### src/rtl/riscv_fetch_queue.sv
// Instruction-fetch front end: one outstanding memory request, variable-latency responses,
// and a DEPTH-entry {pc, instruction} queue presented to ID with valid/ready.
module riscv_fetch_queue #(
    parameter int unsigned     XLEN     = 32,
    parameter int unsigned     DEPTH    = 4,
    parameter logic [XLEN-1:0] RESET_PC = '0,
    parameter int unsigned     CNT_W    = 16
) (
    input  logic             clk,
    input  logic             rst,
    output logic             inst_ce_o,
    output logic [XLEN-1:0]  inst_addr_o,
    input  logic [XLEN-1:0]  inst_i,
    input  logic             inst_valid_i,
    input  logic             branch_i,
    input  logic [XLEN-1:0]  branch_addr_i,
    output logic             id_valid_o,
    input  logic             id_ready_i,
    output logic [XLEN-1:0]  id_inst_o,
    output logic [XLEN-1:0]  id_pc_o,
    output logic [CNT_W-1:0] flush_cnt_o
);

    localparam int unsigned      PTR_W     = (DEPTH > 1) ? $clog2(DEPTH) : 1;
    localparam int unsigned      OCC_W     = $clog2(DEPTH + 1) + 1;
    localparam logic [OCC_W-1:0] DEPTH_V   = OCC_W'(DEPTH);
    localparam logic [OCC_W-1:0] OCC_ZERO  = {OCC_W{1'b0}};
    localparam logic [OCC_W-1:0] OCC_ONE   = OCC_W'(1);
    localparam logic [PTR_W-1:0] PTR_ZERO  = {PTR_W{1'b0}};
    localparam logic [PTR_W-1:0] PTR_ONE   = PTR_W'(1);
    localparam logic [XLEN-1:0]  XLEN_ZERO = {XLEN{1'b0}};
    localparam logic [XLEN-1:0]  PC_STEP   = XLEN'(4);
    localparam logic [XLEN-1:0]  ALIGN_M   = ~(XLEN'(3));
    localparam logic [CNT_W-1:0] CNT_ZERO  = {CNT_W{1'b0}};
    localparam logic [CNT_W-1:0] CNT_ONE   = CNT_W'(1);
    localparam logic [CNT_W-1:0] CNT_MAX   = {CNT_W{1'b1}};

    logic [XLEN-1:0]  fetch_pc_r;
    logic [XLEN-1:0]  pend_pc_r;
    logic             pend_r;
    logic             discard_r;
    logic [PTR_W-1:0] rd_ptr_r;
    logic [PTR_W-1:0] wr_ptr_r;
    logic [OCC_W-1:0] count_r;
    logic [XLEN-1:0]  pc_mem_r   [DEPTH];
    logic [XLEN-1:0]  inst_mem_r [DEPTH];
    logic [CNT_W-1:0] flush_cnt_r;

    logic             resp_s;
    logic             room_s;
    logic             issue_s;
    logic             push_s;
    logic             pop_s;
    logic [OCC_W-1:0] occ_s;

    // Per-cycle handshake decode; the outstanding request already owns a queue slot.
    always_comb begin
        resp_s  = inst_valid_i & pend_r;
        occ_s   = count_r + OCC_W'(pend_r);
        room_s  = (occ_s < DEPTH_V);
        issue_s = ~rst & ~branch_i & (~pend_r | resp_s) & room_s;
        push_s  = resp_s & ~discard_r & ~branch_i;
        pop_s   = (count_r != OCC_ZERO) & id_ready_i & ~branch_i;
    end

    // Output view of the state, held at reset values while rst is high.
    always_comb begin
        inst_ce_o   = issue_s;
        flush_cnt_o = flush_cnt_r;
        if (rst) begin
            inst_addr_o = RESET_PC;
            id_valid_o  = 1'b0;
            id_inst_o   = XLEN_ZERO;
            id_pc_o     = XLEN_ZERO;
        end else begin
            inst_addr_o = fetch_pc_r;
            id_valid_o  = (count_r != OCC_ZERO);
            id_inst_o   = inst_mem_r[rd_ptr_r];
            id_pc_o     = pc_mem_r[rd_ptr_r];
        end
    end

    // Fetch PC, outstanding-request and in-flight-discard tracking.
    always_ff @(posedge clk) begin
        if (rst) begin
            fetch_pc_r <= RESET_PC;
            pend_pc_r  <= XLEN_ZERO;
            pend_r     <= 1'b0;
            discard_r  <= 1'b0;
        end else if (branch_i) begin
            fetch_pc_r <= branch_addr_i & ALIGN_M;
            if (pend_r & ~inst_valid_i) begin
                // Word still in flight: keep pend so it is swallowed when it lands.
                discard_r <= 1'b1;
            end else if (resp_s) begin
                pend_r    <= 1'b0;
                discard_r <= 1'b0;
            end
        end else begin
            if (issue_s) begin
                pend_r     <= 1'b1;
                pend_pc_r  <= fetch_pc_r;
                fetch_pc_r <= fetch_pc_r + PC_STEP;
            end else if (resp_s) begin
                pend_r <= 1'b0;
            end
            if (resp_s) begin
                discard_r <= 1'b0;
            end
        end
    end

    // Queue pointers, occupancy and storage; a redirect empties the queue.
    always_ff @(posedge clk) begin
        if (rst) begin
            rd_ptr_r <= PTR_ZERO;
            wr_ptr_r <= PTR_ZERO;
            count_r  <= OCC_ZERO;
            for (int unsigned i = 0; i < DEPTH; i++) begin
                pc_mem_r[i]   <= XLEN_ZERO;
                inst_mem_r[i] <= XLEN_ZERO;
            end
        end else if (branch_i) begin
            rd_ptr_r <= PTR_ZERO;
            wr_ptr_r <= PTR_ZERO;
            count_r  <= OCC_ZERO;
        end else begin
            if (push_s) begin
                pc_mem_r[wr_ptr_r]   <= pend_pc_r;
                inst_mem_r[wr_ptr_r] <= inst_i;
                wr_ptr_r             <= wr_ptr_r + PTR_ONE;
            end
            if (pop_s) begin
                rd_ptr_r <= rd_ptr_r + PTR_ONE;
            end
            case ({push_s, pop_s})
                2'b10:   count_r <= count_r + OCC_ONE;
                2'b01:   count_r <= count_r - OCC_ONE;
                default: count_r <= count_r;
            endcase
        end
    end

    // Saturating count of accepted redirects.
    always_ff @(posedge clk) begin
        if (rst) begin
            flush_cnt_r <= CNT_ZERO;
        end else if (branch_i && (flush_cnt_r != CNT_MAX)) begin
            flush_cnt_r <= flush_cnt_r + CNT_ONE;
        end else begin
            flush_cnt_r <= flush_cnt_r;
        end
    end

endmodule

### config.mk
export PLATFORM = sky130hd
export DESIGN_NAME = riscv_fetch_queue
export DESIGN_NICKNAME = d
export VERILOG_FILES = /design/src/rtl/riscv_fetch_queue.sv
export SDC_FILE = /design/constraint.sdc
export NUM_CORES = 1
export LEC_CHECK = 0
export ABC_CLOCK_PERIOD_IN_PS = 13100
export BUFFER_PORTS_ARGS = -buffer_cell sky130_fd_sc_hd__clkbuf_2
export CELL_PAD_IN_SITES_DETAIL_PLACEMENT = 1
export CELL_PAD_IN_SITES_GLOBAL_PLACEMENT = 1
export CORE_UTILIZATION = 24
export CTS_BUF_LIST = sky130_fd_sc_hd__clkbuf_8
export DETAILED_ROUTE_END_ITERATION = 10
export GPL_ROUTABILITY_DRIVEN = 0
export PLACE_DENSITY_LB_ADDON = 0.1
export SLEW_MARGIN = 20
export SYNTH_ARGS = -nofsm -noshare
export SYNTH_HDL_FRONTEND = slang
export SYNTH_SLANG_ARGS = --single-unit
export TNS_END_PERCENT = 20
### constraint.sdc
create_clock -name clk -period 13.1 [get_ports clk]
set_clock_uncertainty 0.05 [all_clocks]
set_input_delay 2.62 -clock clk [delete_from_list [all_inputs] [get_ports clk]]
set_output_delay 2.62 -clock clk [all_outputs]
set_load 0.01 [all_outputs]
==> qor.csv <==
stage,metric,value,unit
outcome,status,finished clean,
yosys,Synth Register Bits,336,
yosys,Synth warnings,0,
clock_network,hold buffers post-CTS,0,
clock_network,"CTS clk-pin slew, worst paths",50,ps
run,Max-cap violations,0,
routing,drt drc,0,
place,dpl ws,5690,ps
power_and_ir_drop,PD cells,128,nW/um^2
clock_network,CTS Buf Count,69,
routing,DRT Pass-1 Iters,4,
yosys,"EDFF count, synth",248,
timing,final setup fails,0,
yosys,register area share after synthesis,60.6,%
final_layout,layout cells sized above 1,24.1,%
final_layout,fin nets,1527,
timing,Final Hold Slack,420,ps
worst_setup_path,reg-to-reg setup timing slack,9860,ps
power_and_ir_drop,LEAKAGE,0.00697,uW
clock_network,CTS sink cnt,336,
timing,max-slew violation count,0,
routing,ANT nets after route,0,
floorplan,die area,64300,sq um
worst_setup_path,CP max FO,34,
floorplan,die height,254,microns
clock_network,clock buffer depth,3,
routing,WL/cell,19.4,microns
worst_setup_path,Worst setup EP type,output port,
global_route,global-route usage over all layers,14.5,%
timing,Worst Max-Slew Pin Slew,1020,ps
final_layout,fill cell count,7023,
global_route,first-pass GRT wire length,69800,microns
routing,Post-Route WL,45400,microns
clock_network,post-CTS setup buffer count,0,
floorplan,core footprint,62200,sq um
final_layout,synthesis-to-finish area growth,19.3,%
place,hpwl dp,26900,microns
final_layout,most frequent cells in the layout,"edfxtp_1 (248), nor2_1 (191), clkbuf_2 (175), nand2_1 (145), inv_1 (98)",
worst_setup_path,Crit path arrival time,4690,ps
global_route,number of global-route vias before repair,11300,
timing,Tmin final,7360,ps
timing,final hold violations,0,
timing,Total Neg Setup Slack,0,ps
global_route,initial antenna violation count,1,
clock_network,clock root buffer master,clkbuf_8,
power_and_ir_drop,Worst IR Drop VDD,55.4,uV
routing,via count,10200,
worst_setup_path,CP startpoint kind,primary input,
final_layout,"commonest non-fill, non-tap cell in the layout",edfxtp_1,
place,Placed Cells incl. Taps,2219,
timing,Slew headroom,32.3,%
clock_network,CTS tree,done,
floorplan,Core Rows,91,
timing,final period utilization,56.2,%
clock_network,htree depth,3,
floorplan,die width,254,microns
final_layout,final non-filler cell total,2336,
worst_hold_path,Hold Crit Class,register to register,
clock_network,clk_lat worst skew,630,ps
global_route,GRT overflow,0,
worst_setup_path,CP required,10430,ps
yosys,"FFs w/ async S/R, synth",0,%
floorplan,I/O pin cnt,183,
worst_setup_path,Crit Path Class,primary input to output port,
yosys,unique cell type count in the Yosys netlist,61,
floorplan,starting density of the core,24.4,%
timing,RSZ-0062 raised after global routing,false,
yosys,Mean Syn Cell Area,11.9,sq um
power_and_ir_drop,Design Power,2310,uW
place,IO buf count,176,
timing,worst setup margin,5740,ps
clock_network,Resized Gates After CTS,0,
yosys,prevailing post-synth register cell,edfxtp_1,
yosys,Synth Cell Area,15200,sq um
timing,Fmax,136,MHz
global_route,pin count of the biggest net entering global routing,70,
routing,vias per cell,4.35,
routing,initial drt markers,376,
yosys,Cells after Synth,1276,
==> per-stage QoR <==
stage | util, % | cell area [sq um]
3_3_place_gp | 27.2 | 16900
4_1_cts | 29.1 | 18100
2_1_floorplan | - | 15200
3_5_place_dp | 27.2 | 16900
5_1_grt | 29.2 | 18100
6_report | 29.2 | 18100
==> layout make-up <==
class / count / area, sq um / share of cell area [%]
antenna: 2 / 5.00 / 0.0276
clock buffer: 75 / 1030 / 5.70
clock inverter: 40 / 166 / 0.918
inverter: 69 / 259 / 1.43
multi-input combinational: 785 / 5390 / 29.7
sequential: 336 / 9220 / 50.9
tap: 837 / 1050 / 5.78
timing repair buffer: 192 / 1010 / 5.56
==> logic make-up (layout without fill, tap and decap cells) <==
kind of cell,count (synthesis),count (layout),synth area share (%)
XOR/XNOR,38,38,2.19
other,1,6,0.0247
multiplexers,63,63,9.26
AND/OR/NAND/NOR,552,552,17.3
flip-flops,336,336,60.6
AO/OA/AOI/OAI,123,123,5.77
adder cells (fa/ha/maj),5,5,0.412
buffers and inverters,158,376,4.40
==> synthesized netlist by cell type (all sizes together) (9+ instances only) <==
master   instances  area, sq um
a211oi          23          178
a21oi           47          235
and2            49          309
and3             9         56.3
buf             27          176
clkbuf          62          233
dfxtp           88         1760
edfxtp         248         7450
inv             68          255
mux4            62         1400
nand2          145          544
nand3           20          105
nor2           192          723
nor2b           90          563
nor3            10         55.1
o2111ai         13          126
o21ai           12         63.8
or3              9         56.3
xnor2           16          140
xor2            22          193
==> routing by layer <==
layer	vias to the layer above	track usage [%]	wire length, microns
li1	4823	-	-
met1	5041	18.6	20600
met2	204	24.3	21800
met3	90	3.22	1860
met4	0	4.31	1070
met5	-	0	0
==> sequential cells by signal, indices dropped and copies added (netlist names), named ones only <==
signal / count
fetch_pc_r: 30
wr_ptr_r: 2
pc_mem_r: 120
inst_mem_r: 128
pend_r: 1
flush_cnt_o: 16
count_r: 4
rd_ptr_r: 2
pend_pc_r: 30
discard_r: 1
==> worst max-delay path: stages <==
cell and delay [ps]:
clkbuf_2 110, nand2b_1 140, and3_1 770, o21ai_2 110, buf_4 280, inv_1 90
buf_4 320, clkbuf_2 210
==> worst paths after layout <==
path	cells after the start	startpoint	endpoint
min reg2reg	2	pend_pc_r[10]	pend_pc_r[10]
max	8	inst_valid_i	inst_ce_o
min	2	pend_pc_r[10]	pend_pc_r[10]
max reg2reg	5	pend_r	pc_mem_r[0][25]
==> report_power, final <==
group	switching, uW	internal [uW]
sequential	23.7	1180
combinational	79.3	45.7
clock	469	519
total	572	1740
No activity file was read; power rests on OpenSTA's default activity.
